**src/rtl/kfpga_config_loader.sv**
```systemverilog
// Bitstream loader for the kFPGA configuration chain: serialises stream words LSB-first,
// optionally recirculates the chain to check its ones-count, then releases the core enable.
module kfpga_config_loader #(
  parameter int WORD_WIDTH   = 8,
  parameter int CHAIN_LENGTH = 1024,
  parameter int VERIFY       = 1
) (
  input  logic                  clock,
  input  logic                  reset,
  input  logic                  start,
  input  logic [WORD_WIDTH-1:0] s_data,
  input  logic                  s_valid,
  output logic                  s_ready,
  output logic                  cfg_data,
  output logic                  cfg_enable,
  output logic                  cfg_nreset,
  input  logic                  cfg_return,
  output logic                  core_enable,
  output logic                  busy,
  output logic                  done,
  output logic                  error
);

  localparam int CW        = $clog2(CHAIN_LENGTH + 1);
  localparam int NUM_WORDS = (CHAIN_LENGTH + WORD_WIDTH - 1) / WORD_WIDTH;
  localparam int LAST_BITS = CHAIN_LENGTH - (NUM_WORDS - 1) * WORD_WIDTH;
  localparam int HW        = $clog2(WORD_WIDTH + 1);
  localparam int WCW       = $clog2(NUM_WORDS + 1);

  typedef enum logic [2:0] {
    ST_IDLE, ST_CLEAR, ST_LOAD, ST_VERIFY, ST_DONE, ST_ERROR
  } state_t;

  state_t                state_reg;
  logic [WORD_WIDTH-1:0] shift_buf_reg;
  logic [HW-1:0]         held_reg;
  logic [WCW-1:0]        words_reg;
  logic [CW-1:0]         bits_sent_reg;
  logic [CW-1:0]         ones_loaded_reg;
  logic [CW-1:0]         ones_seen_reg;
  logic [CW-1:0]         verify_cnt_reg;
  logic                  cfg_nreset_reg;
  logic                  core_enable_reg;
  logic                  busy_reg;
  logic                  done_reg;
  logic                  error_reg;

  logic                  load_shift;
  logic                  words_left;
  logic                  accept;
  logic [HW-1:0]         load_bits;
  logic [CW-1:0]         seen_total;

  assign load_shift = (state_reg == ST_LOAD) && (held_reg != '0);
  assign words_left = (words_reg != WCW'(NUM_WORDS));
  // Accepting while the last held bit shifts out keeps back-to-back words gapless.
  assign s_ready    = (state_reg == ST_LOAD) && words_left &&
                      ((held_reg == '0) || (held_reg == HW'(1)));
  assign accept     = s_ready && s_valid;
  // The final word only carries the bits that still fit in the chain.
  assign load_bits  = (words_reg == WCW'(NUM_WORDS - 1)) ? HW'(LAST_BITS) : HW'(WORD_WIDTH);
  assign seen_total = ones_seen_reg + CW'(cfg_return);

  // During verify the chain output feeds straight back into its input.
  assign cfg_enable  = load_shift || (state_reg == ST_VERIFY);
  assign cfg_data    = (state_reg == ST_VERIFY) ? cfg_return : (load_shift & shift_buf_reg[0]);
  assign cfg_nreset  = cfg_nreset_reg;
  assign core_enable = core_enable_reg;
  assign busy        = busy_reg;
  assign done        = done_reg;
  assign error       = error_reg;

  always_ff @(posedge clock) begin
    if (reset) begin
      state_reg       <= ST_IDLE;
      shift_buf_reg   <= '0;
      held_reg        <= '0;
      words_reg       <= '0;
      bits_sent_reg   <= '0;
      ones_loaded_reg <= '0;
      ones_seen_reg   <= '0;
      verify_cnt_reg  <= '0;
      cfg_nreset_reg  <= 1'b1;
      core_enable_reg <= 1'b0;
      busy_reg        <= 1'b0;
      done_reg        <= 1'b0;
      error_reg       <= 1'b0;
    end else begin
      case (state_reg)
        ST_IDLE, ST_DONE, ST_ERROR: begin
          if (start) begin
            state_reg       <= ST_CLEAR;
            busy_reg        <= 1'b1;
            done_reg        <= 1'b0;
            error_reg       <= 1'b0;
            core_enable_reg <= 1'b0;
            cfg_nreset_reg  <= 1'b0;
          end
        end
        ST_CLEAR: begin
          state_reg       <= ST_LOAD;
          cfg_nreset_reg  <= 1'b1;
          held_reg        <= '0;
          words_reg       <= '0;
          bits_sent_reg   <= '0;
          ones_loaded_reg <= '0;
          ones_seen_reg   <= '0;
          verify_cnt_reg  <= '0;
        end
        ST_LOAD: begin
          if (load_shift) begin
            bits_sent_reg   <= bits_sent_reg + CW'(1);
            ones_loaded_reg <= ones_loaded_reg + CW'(shift_buf_reg[0]);
          end
          if (accept) begin
            shift_buf_reg <= s_data;
            held_reg      <= load_bits;
            words_reg     <= words_reg + WCW'(1);
          end else if (load_shift) begin
            shift_buf_reg <= shift_buf_reg >> 1;
            held_reg      <= held_reg - HW'(1);
          end
          if (load_shift && (bits_sent_reg == CW'(CHAIN_LENGTH - 1))) begin
            verify_cnt_reg <= '0;
            if (VERIFY != 0) begin
              state_reg <= ST_VERIFY;
            end else begin
              state_reg       <= ST_DONE;
              busy_reg        <= 1'b0;
              done_reg        <= 1'b1;
              core_enable_reg <= 1'b1;
            end
          end
        end
        ST_VERIFY: begin
          ones_seen_reg  <= seen_total;
          verify_cnt_reg <= verify_cnt_reg + CW'(1);
          if (verify_cnt_reg == CW'(CHAIN_LENGTH - 1)) begin
            busy_reg <= 1'b0;
            if (seen_total == ones_loaded_reg) begin
              state_reg       <= ST_DONE;
              done_reg        <= 1'b1;
              core_enable_reg <= 1'b1;
            end else begin
              state_reg <= ST_ERROR;
              error_reg <= 1'b1;
            end
          end
        end
        default: state_reg <= ST_IDLE;
      endcase
    end
  end

endmodule
```
**config.mk**
```make
export PLATFORM = sky130hd
export DESIGN_NAME = kfpga_config_loader
export DESIGN_NICKNAME = d
export VERILOG_FILES = /design/src/rtl/kfpga_config_loader.sv
export SDC_FILE = /design/constraint.sdc
export NUM_CORES = 1
export LEC_CHECK = 0
export ABC_AREA = 1
export BUFFER_PORTS_ARGS = -buffer_cell sky130_fd_sc_hd__clkbuf_2
export CORE_MARGIN = 3
export CORE_UTILIZATION = 45
export CTS_CLUSTER_DIAMETER = 150
export DETAILED_ROUTE_END_ITERATION = 10
export PLACE_DENSITY = 0.73
export SKIP_LAST_GASP = 1
export SYNTH_ARGS = -nofsm -noshare
export SYNTH_HDL_FRONTEND = slang
export SYNTH_SLANG_ARGS = --single-unit
```
**constraint.sdc**
```tcl
create_clock -name clock -period 2.7 [get_ports clock]
set_input_delay 0.135 -clock clock [delete_from_list [all_inputs] [get_ports clock]]
set_output_delay 0.135 -clock clock [all_outputs]
set_load 0.05 [all_outputs]
```
==> impl_results.md <==
* Dpl cells at around 680
* Synth Cell Area at 0.00386 mm²
* CTS Buf Count at 9
* Syn_nets at 590
* Clock Sinks at 71
* Initial Utilization at 0.468
* Ys async rst share at 0
* DR vias at 3658
* RR Endpoint: error$_SDFFE_PP0P_
* Synth cell count leaders: nand2_1 (144), dfxtp_1 (71), nand3_1 (61), inv_1 (56)
* Deepest clock path buffer count at 2
* Req. time, crit path at ~2.6 ns
* Ys flop type: dfxtp_1
* Slew headroom at 0.398
* Nets at 610
* CP Max Fanout at 12
* Count leader, synth: nand2_1
* Crit. Startpoint: state_reg[0]$_SDFFE_PP0P_
* Critical path class: flop to output pin
* Worst Tran Pin Value at 0.899 ns
* Vias in the first global route at 3470
* Hpwl dp at ~6.1 mm
* Worst stage delay on the critical path at around 0.53 ns
* CTS H-tree depth at 3
* CTS tree: built
* Root buf cell: clkbuf_8
* Maximum vdd ir drop at 0.000304 V
* Routed WL at 8.43 mm
* Drt drc at 0
* IO Count at 21
* Synth cell types at 42
* Die area at 0.00974 mm²
* Antenna cells at 0
* Hold buffers post-CTS at 0
* Run status: completed
* Clock slew at the register clock pins of the worst setup and hold paths at 0.08 ns
* Peak Freq at 425 MHz
* Final clock skew at 0.0142 ns
* Most used cell, CP: inv_1
* Worst setup margin at 0.346 ns
* Gr ovfl total at 0
* Yosys top cell by area: dfxtp_1
* Final min period at 2.35 ns
* Die W at 98.7 µm
* CP Depth at 7
* Unrepaired setup endpoints after global routing: false
* WP data arrival at 2.22 ns
* Post-route ant nets at 0
* Share of layout cells above drive strength 1 at 0.108
* Top-area cell type share of the netlist area at 0.368
* Worst-Skew Late Latency at 0.35 ns
* DR pass1 iterations at 5
* Post-CTS Resized at 0
* Worst setup EP type: output pin
* FP Rows at 33
* CP delay by family, top: simple AND/OR/NAND/NOR gates
* Met3 Use GR at 0.0297
* Ys Warns at 0
* Core box area at 0.00826 mm²
* Total power at 3090 µW
* Grt peak-use layer: met2
* I/O Buffers at 20
* CP max stage cell: nor2_1
* Worst r2r path cells at 13
* # Post-CTS Setup Buffers at 0
* Syn_area_per_cell at slightly below 7 µm²
* Final Hold Viols at 0
* Global-route wire length before repair at 15.0 mm
* Worst path bufs/invs at 4
* Number of enable flip-flop cells after synthesis at 0
* Crit path cell chain: inv_2 -> nor2_2 -> inv_1 -> nor2_1 -> inv_1 -> nand2_1 -> clkbuf_2
* Pleak at roughly 0.0017 µW
* Final Max Slew Viols at 0
* Total track usage at 0.183
* Initial antenna violation count at 0
* Final worst path period share at 0.872
* GPL Wtd Cong at 0.852
* Reg-to-reg critical path startpoint: ones_seen_reg[0]$_SDFFE_PP0P_
* Final Non-Filler Cells at 695
* Met2 usage at 0.313
* Hold/Removal Path Class: primary input to flop
* Number of max-cap violations at 0
* Global Route met1 Usage at 0.230
* Final instance area at around 0.0042 mm²
* DRT iter0 DRCs at 141
* Mapped Cells at approximately 570
* Startpoint Class: flop
* Pwr dens at 728 mW/mm²
* Placed inst area at 0.00406 mm²
* Worst setup endpoint: cfg_enable
* Pre-CTS setup slack at 0.595 ns
* Synth Register Bits at 71
* Setup tns final at 0 ns
* Via density at 5.26
* Die height at 98.7 µm
* Flop2flop setup slack at about 0.59 ns
* Largest cells by area after synthesis: dfxtp_1 (37%), nand2_1 (14%), nand3_1 (7.9%)
* Sequential fraction of the synthesis area at 0.368
* # setup viols final at 0
* Area growth from synthesis to layout at 9.74%
* Maximum number of pins on one net before global-route repair at 39
* Routed len/inst at between 10 and 15 µm
[worst register-to-register path, delay by kind of cell (launching register included)]
family | cells | cell delay [ns]
adders and majority gates | 2 | 0.36
AOI/OAI and AO/OA | 1 | 0.06
and+or+nand+nor | 10 | 1.19
DFF | 1 | 0.37
[cell families (layout without fill, tap and decap cells)]
group | count (synthesis) | in the layout | synth area share
flip-flops | 71 | 71 | 0.368
AO/OA/AOI/OAI | 88 | 88 | 0.122
adder cells (fa/ha/maj) | 12 | 12 | 0.0388
buffers and inverters | 77 | 102 | 0.0800
AND/OR/NAND/NOR | 305 | 305 | 0.365
XOR/XNOR | 12 | 12 | 0.0272
[per-layer routing]
| metal | vias up | share of wire |
|---|---|---|
| met5 | - | 0 |
| met4 | 0 | 0.017 |
| met3 | 12 | 0.037 |
| met2 | 66 | 0.47 |
| met1 | 1676 | 0.48 |
| li1 | 1904 | - |
[worst min path at each step]
| stage | endpoint | startpoint | cells past startpoint |
|---|---|---|---|
| floorplan | shift_buf_reg[7]$_SDFFE_PP0P_ | s_data[7] | 2 |
| global placement | shift_buf_reg[7]$_SDFFE_PP0P_ | s_data[7] | 3 |
| detailed placement | shift_buf_reg[7]$_SDFFE_PP0P_ | s_data[7] | 3 |
| global route | shift_buf_reg[7]$_SDFFE_PP0P_ | s_data[7] | 3 |
| CTS | shift_buf_reg[6]$_SDFFE_PP0P_ | s_data[6] | 3 |
| finish | shift_buf_reg[6]$_SDFFE_PP0P_ | s_data[6] | 3 |
[layout by cell type (no fill, tap or decap), types with 12 or more instances in the layout]
master    netlist  final
clkbuf_2        0     20
nand3_1        61     61
nor2_1         50     50
ha_1           12     12
dfxtp_1        71     71
nor3_1         14     14
a21oi_1        50     50
inv_1          56     56
nand2_1       144    144
o21ai_0        20     20
[power by group]
| part | leakage [µW] | switching (µW) | internal [µW] |
|---|---|---|---|
| clock | 0.0000926 | 416 | 386 |
| combinational | 0.000993 | 760 | 290 |
| sequential | 0.000574 | 86.0 | 1150 |
| total | 0.00166 | 1260 | 1830 |
[layout make-up]
class | count | area [µm²]
Clock inverter | 4 | 30.0
Multi-Input combinational cell | 417 | 2130
Tap cell | 105 | 131
Clock buffer | 12 | 155
Fill cell | 822 | 4020
Timing Repair Buffer | 23 | 123
Sequential cell | 71 | 1420
Inverter | 63 | 246
[stage by stage]
step	hold WS (ns)	utilization
2_1_floorplan	0.303	-
3_3_place_gp	0.392	0.491
3_5_place_dp	0.419	0.491
4_1_cts	0.0354	0.514
5_1_grt	0.0549	0.514
6_report	0.0452	0.514
(Power assumes the default switching activity.)
